**config.mk**
```make
export PLATFORM = sky130hd
export DESIGN_NAME = baud_clock_handler
export DESIGN_NICKNAME = d
export VERILOG_FILES = /design/src/rtl/baud_clock_handler.sv
export SDC_FILE = /design/constraint.sdc
export NUM_CORES = 1
export LEC_CHECK = 0
export ABC_CLOCK_PERIOD_IN_PS = 3720
export BUFFER_PORTS_ARGS = -buffer_cell sky130_fd_sc_hd__buf_2
export CORE_UTILIZATION = 32
export DETAILED_ROUTE_END_ITERATION = 8
export PLACE_DENSITY = 0.46
export SKIP_LAST_GASP = 1
export SYNTH_ARGS = -nofsm -noshare
export SYNTH_HDL_FRONTEND = slang
export SYNTH_SLANG_ARGS = --single-unit
```
**constraint.sdc**
```tcl
create_clock -name clk -period 3.72 [get_ports clk]
set_input_delay 0.744 -clock clk [delete_from_list [all_inputs] [get_ports clk]]
set_output_delay 0.744 -clock clk [all_outputs]
set_load 0.05 [all_outputs]
```
**src/rtl/baud_clock_handler.sv**
```systemverilog
// -----------------------------------------------------------------------------
// baud_clock_handler
//
// Baud-rate timing generator for the UART link. From the system clock it
// derives a 16x-oversample strobe (RX sampling) and a 1x bit strobe (TX
// shifting) for a baud rate selected at run time through a 3-bit code.
//
// Parameters:
//   CLK_FREQ    system clock frequency in Hz
//   DIV_W       width of the 16x divider counter
//
// Ports:
//   clk         in   system clock, rising edge
//   rst         in   asynchronous active-low reset
//   baud        in   [2:0] rate code: 0=2400 1=4800 2=9600 3=19200 4=38400
//                    5=57600 6=115200 7=reserved (ignored)
//   baud_ready  in   a 0->1 transition loads baud as the active selection
//   clk_16bd    out  one-clk strobe at 16 x baud
//   clk_bd      out  one-clk strobe at 1 x baud (always with a clk_16bd strobe)
//   locked      out  only when BAUD_LOCKED_EN is defined: 0 after reset or an
//                    accepted load, 1 from the cycle after the first clk_bd
//
// Optional feature macro: BAUD_LOCKED_EN (adds the locked output).
// -----------------------------------------------------------------------------
module baud_clock_handler #(
    parameter int unsigned CLK_FREQ = 100_000_000,
    parameter int unsigned DIV_W    = 16
) (
    input  logic       clk,
    input  logic       rst,
    input  logic [2:0] baud,
    input  logic       baud_ready,
    output logic       clk_16bd,
    output logic       clk_bd
`ifdef BAUD_LOCKED_EN
    ,
    output logic       locked
`endif
);

    localparam logic [2:0] CodeReserved = 3'b111;
    localparam logic [2:0] CodeDefault  = 3'b010;

    function automatic longint unsigned rate_of(input int unsigned code);
        longint unsigned r;
        case (code)
            0:       r = 64'd2400;
            1:       r = 64'd4800;
            2:       r = 64'd9600;
            3:       r = 64'd19200;
            4:       r = 64'd38400;
            5:       r = 64'd57600;
            6:       r = 64'd115200;
            default: r = 64'd9600;
        endcase
        return r;
    endfunction

    // Round-half-up of CLK_FREQ / (16 * rate).
    function automatic longint unsigned div16_of(input int unsigned code);
        longint unsigned r;
        r = rate_of(code);
        return (64'(CLK_FREQ) + 64'd8 * r) / (64'd16 * r);
    endfunction

    localparam longint unsigned DivMax = (64'd1 << DIV_W) - 64'd1;

    for (genvar g = 0; g < 7; g++) begin : g_div_check
        if (div16_of(g) < 64'd1 || div16_of(g) > DivMax) begin : g_bad
            $error("baud_clock_handler: divider for code %0d out of range", g);
        end
    end

    localparam logic [DIV_W-1:0] Div0 = DIV_W'(div16_of(0));
    localparam logic [DIV_W-1:0] Div1 = DIV_W'(div16_of(1));
    localparam logic [DIV_W-1:0] Div2 = DIV_W'(div16_of(2));
    localparam logic [DIV_W-1:0] Div3 = DIV_W'(div16_of(3));
    localparam logic [DIV_W-1:0] Div4 = DIV_W'(div16_of(4));
    localparam logic [DIV_W-1:0] Div5 = DIV_W'(div16_of(5));
    localparam logic [DIV_W-1:0] Div6 = DIV_W'(div16_of(6));

    logic [2:0]       sel_q;
    logic             br_q;
    logic [DIV_W-1:0] cnt16_q;
    logic [3:0]       cnt_bit_q;
    logic [DIV_W-1:0] div_sel;
    logic             load;
    logic             wrap;

    always_comb begin
        div_sel = Div2;
        case (sel_q)
            3'd0:    div_sel = Div0;
            3'd1:    div_sel = Div1;
            3'd2:    div_sel = Div2;
            3'd3:    div_sel = Div3;
            3'd4:    div_sel = Div4;
            3'd5:    div_sel = Div5;
            3'd6:    div_sel = Div6;
            default: div_sel = Div2;
        endcase
    end

    // Only a rising edge of baud_ready with a valid code is a load.
    assign load = baud_ready && !br_q && (baud != CodeReserved);
    // >= rather than == so the counter can never run past its terminal value.
    assign wrap = (cnt16_q >= (div_sel - DIV_W'(1)));

    always_ff @(posedge clk or negedge rst) begin
        if (!rst) begin
            sel_q     <= CodeDefault;
            br_q      <= 1'b0;
            cnt16_q   <= '0;
            cnt_bit_q <= '0;
            clk_16bd  <= 1'b0;
            clk_bd    <= 1'b0;
        end else begin
            br_q <= baud_ready;
            if (load) begin
                sel_q     <= baud;
                cnt16_q   <= '0;
                cnt_bit_q <= '0;
                clk_16bd  <= 1'b0;
                clk_bd    <= 1'b0;
            end else if (wrap) begin
                cnt16_q   <= '0;
                cnt_bit_q <= cnt_bit_q + 4'd1;
                clk_16bd  <= 1'b1;
                clk_bd    <= (cnt_bit_q == 4'd15);
            end else begin
                cnt16_q   <= cnt16_q + DIV_W'(1);
                clk_16bd  <= 1'b0;
                clk_bd    <= 1'b0;
            end
        end
    end

`ifdef BAUD_LOCKED_EN
    always_ff @(posedge clk or negedge rst) begin
        if (!rst) begin
            locked <= 1'b0;
        end else if (load) begin
            locked <= 1'b0;
        end else if (clk_bd) begin
            locked <= 1'b1;
        end
    end
`endif

endmodule

```
# == Yosys cells after proc, flatten, opt, wreduce, memory -nomap -nowiden ==
# Cells that the tools add are included.
# word_totals
output_inout_bits,2
word_cells,31
input_bits,6
reg_bits,26
# op_classes
muxes,9
magnitude_cmp,1
n_reduce_logical,5
n_addsub,3
n_eq_ne,7
# ops
cell,count
$pmux W12 S6,1
$mux W16,2
$add A16 B1 Y16 const B,1
$ge A16 B16 Y1,1
$sub A16 B1 Y16 const B,1
$eq A3 B3 Y1 const B,3
$mux W4,2
$add A4 B1 Y4 const B,1
$eq A4 B4 Y1 const B,1
$mux W1,4
$eq A3 B1 Y1 const B,1
$eq A3 B2 Y1 const B,1
$logic_not A3 Y1,1
$ne A3 B3 Y1 const B,1
$logic_and A1 B1 Y1,2
$reduce_bool A2 Y1,1
$logic_not A1 Y1,1

# == Longest topological paths before layout ==
# depth
ltp_word,6
depth_mapped,13
depth_no_buf,11

# == Worst setup path before layout ==
# No wires, ideal clock.
# synth_path
path_kind,reg2reg
start,register sel_q[1]
end,register cnt_bit_q[2]
synth_period_minus_slack_ns,2.935
t_required_ns,3.637
path_buffers,2
setup_slack_ns,0.785
path_stages_with_launch,13
setup_time_ns,0.083
arrival_ns,2.853
cell_sequence,dfstp_2 clkbuf_1 nor2b_1 xnor2_1 ha_1 o21ai_0 o21a_1 ha_1 nand2_1 or4_1 clkbuf_1 a2111o_1 o21ai_0
# synth_via
elab_chain_len,5
word_cells_on_any_way,10
classes_between,add/sub: 1; order compare: 1; eq/ne: 5; mux: 1; reduce/logical: 2
# synth_rtl
element,line,source
from (decl),82,logic [2:0] sel_q;
from (signal assigned),111,sel_q <= CodeDefault;
from (signal assigned),120,sel_q <= baud;
$eq A3 B3 Y1 (tied with other cells),92,case (sel_q)
$pmux W12 S6 *,92,
$sub A16 B1 Y16 *,107,assign wrap = (cnt16_q >= (div_sel - DIV_W'(1)));
$ge A16 B16 Y1 *,107,
$reduce_bool A2 Y1 (no source line) *,--,
to (signal assigned),127,cnt_bit_q <= cnt_bit_q + 4'd1;
to (decl),85,logic [3:0] cnt_bit_q;
# Every way passes the cells marked *; elsewhere a longest branch is shown, timed or not.
# A chain may end at the register's enable or synchronous reset.

# == Worst setup path in the final report ==
# layout_path
start,register sel_q[1]
end,register cnt16_q[3]
# layout_via
elab_chain_len,6
word_cells_on_any_way,11
classes_between,add/sub: 1; order compare: 1; eq/ne: 5; mux: 3; reduce/logical: 1
# layout_rtl
element,line,source
$eq A3 B3 Y1 (tied with other cells),92,
$pmux W12 S6 *,92,
$sub A16 B1 Y16 *,107,
$ge A16 B16 Y1 *,107,
$mux W16 *,125,end else if (wrap) begin
$mux W16 *,119,if (load) begin
to (signal assigned),131,cnt16_q <= cnt16_q + DIV_W'(1);
to (decl),84,logic [DIV_W-1:0] cnt16_q;
# Marks and branches as above.

==> impl_metrics.csv <==
group,metric,value,unit
status,outcome,"complete, no violations",
global_routing,grt_max_degree,27,
place,gp_congestion,0.8216,
timing,fin_ws,712.6,ps
place,port_buffers,7,
clock_network,cts_resized,0,
place,dp.cells,207,
clock_network,htree_levels,1,
worst_setup_path,critical_path.cell_chain,"nor2b_1 > xnor2_1 > ha_1 > o21ai_0 > o21a_1 > ha_1 > a21oi_1 > o21ai_0 > a2111oi_4 > nand3_2 > nor2_1",
routing,wirelength,2826,um
worst_setup_path,ff2ff_path_depth,11,
worst_setup_path,arrival,3200,ps
pwr,leakage,0.7028,nW
layout,regArea,651.9,sq um
pwr,max-vdd-ir-drop,0.0001331,V
layout,fin_nets,181,
routing,first_iter_violations,71,
timing,tns,0,ps
layout,fin_area,0.001628,sq mm
clock_network,cts_tree,"built",
clock_network,cts_buffers,3,
yosys,yosys-top-cells-area,"dfrtp_1 42%, ha_1 13%, nor2_1 5.2%",
die,die_w,70.50,um
layout,layoutNonFillerInstCount,211,
timing,worst_pin_slew,586.2,ps
yosys,synth_top_cell_by_area,"dfrtp_1",
worst_setup_path,crit_type,"flip-flop to flip-flop",
clock_network,cts_max_path_buffers,2,
layout,fin_util,36.63,%
timing,post-route-min-period,3007,ps
clock_network,cts_hold_buf,0,
die,ioPinCount,8,
place,place_hpwl,2114,um
timing,fmax,0.3325,GHz
yosys,ys_ff_latch,26,
die,start_util,33.78,%
routing,drc,0,
yosys,yosysWarnings,0,
routing,ant_nets,0,
layout,num-fill-cells,441,
min_path,hold_path.class,"input port to asynchronous set/reset pin",
routing,wl_per_cell,13.39,um
global_routing,grt_pass1_vias,1033,
yosys,syn_inst,151,
routing,viasPerCell,4.853,
timing,fin_worst_skew,11.46,ps
layout,antenna_cells,0,
global_routing,grt_overflow,0,
global_routing,antenna_found_initial,0,
layout,area_delta_synth_final,8.417,%
layout,drive_above_1_share,10.69,%
timing,rsz0062_at_grt,"no",
timing,hold_viol_final,0,
place,dp_slack,677.6,ps
global_routing,grt_first_pass_wirelength,4981,um
die,die_area,0.004970,sq mm
routing,drt_pass1_iterations,4,
yosys,syn-mean-instance-area,9.943,sq um
yosys,synth_cell_types,36,
worst_setup_path,max_stage_delay,620,ps
yosys,yosysSeqAreaShare,43.42,%
worst_setup_path,slowest_stage,"dfstp_2",
clock_network,insertion_delay,270,ps
yosys,netlist_area,0.001501,sq mm
clock_network,post_cts_buffers,0,
place,place_area,0.001583,sq mm
layout,multi_input_area,815.8,sq um
clock_network,clockRootBuffer,"clkbuf_8",
timing,hold_ws,458.8,ps
clock_network,path_clk_slew,100,ps
pwr,total_power,0.6457,mW
pwr,p_per_area,396.7,mW/mm^2
die,die_y,70.50,um
global_routing,grt_usage,12.94,%
timing,slew_headroom,60.92,%
worst_setup_path,crit_required,3920,ps
die,core,0.004444,sq mm
yosys,yosysTopAreaCellShare,41.67,%
job,cap_violations,0,
worst_setup_path,end_kind,"flip-flop",
timing,final_max_slew_viol_count,0,
die,rows,24,
timing,post-route-period-util,80.84,%
worst_setup_path,crit_fanout,12,
worst_setup_path,start_kind,"flip-flop",
routing,vias,1024,
clock_network,clock-sinks,26,
timing,finalSetupViolations,0,
[cell type report]
class / instances / share of cell area, %
multi-input combinational: 118 / 50.12
sequential: 26 / 40.05
tap: 52 / 3.997
clock buffer: 4 / 2.767
timing repair buffer: 7 / 2.152
inverter: 4 / 0.9224
[cells in the mapped netlist, drive strengths merged]
library cell and n:
o21a 4, nor2 21, inv 4, nand4 2, nand3 7, a21oi 6
a41oi 1, o22a 2, maj3 1, ha 15, mux2i 1, a2111o 1
nor2b 1, or4 2, o21ai 7, dfstp 1, and2 1, and3 2
clkbuf 4, a2111oi 2, xor2 7, nand2 13, or2 2, a211oi 1
nand2b 4, conb 1, nor3 1, or3 1, buf 1, and4 2
xnor2 7, a31oi 1, dfrtp 25
[cell usage in the layout, fill, tap and decap left out, types with 2 or more instances in the layout]
master,netlist,routed
a21oi_1,6,6
and3_1,2,2
and4_1,2,2
buf_2,0,7
clkbuf_8,0,3
conb_1,1,3
dfrtp_1,25,25
ha_1,15,15
inv_1,4,4
nand2_1,13,13
nand2b_1,4,4
nand3_1,6,6
nand4_1,2,2
nor2_1,21,21
o21a_1,4,4
o21ai_0,7,7
o22a_1,2,2
or2_2,2,2
xnor2_1,7,7
xor2_1,7,7
[report_power, final]
group          total [mW]  internal, mW  switching (mW)
registers           0.336         0.308          0.0285
logic               0.144        0.0659          0.0785
clock network       0.165        0.0767          0.0885
total               0.646         0.450           0.196
[metal layers]
layer	GRT usage (%)	wire [um]	share of wire, %	up-vias
met4	4.082	30	1.1	0
li1	-	-	-	539
met3	2.165	46	1.6	4
met1	19.36	1546	55	474
met5	0	0	0	-
met2	18.99	1202	43	7
[worst max-delay path: cells and delay by family (launching register included)]
family	cells	cell delay (ps)
compound gates	5	1100
simple gates	3	640
flops	1	620
fa+ha+maj	2	390
xor+xnor	1	170
[worst paths after layout]
path | startpoint | to | slack [ps]
max | sel_q[1] | cnt16_q[3] | 710
max reg2reg | sel_q[1] | cnt16_q[3] | 710
min in group clk | cnt16_q[12] | cnt16_q[12] | 520
max in group asynchronous | rst | br_q | 2860
min reg2reg | cnt16_q[12] | cnt16_q[12] | 520
min | rst | cnt16_q[10] | 460
[logic make-up after synthesis]
kind of cell,Yosys count,share of synthesized area (%)
AND/OR/NAND/NOR,59,19.42
flip-flops,26,43.42
other,1,0.2498
multiplexers,1,0.6667
buffers and inverters,9,2.749
AO/OA/AOI/OAI,25,12.17
adder cells (fa/ha/maj),16,13.17
XOR/XNOR,14,8.167
[state kept, by name (all words and copies together) (netlist names)]
signal and flops:
cnt_bit_q 4, clk_bd 1, br_q 1, sel_q 3, cnt16_q 16, clk_16bd 1
Note: power is estimated with default switching activity, not from simulation.
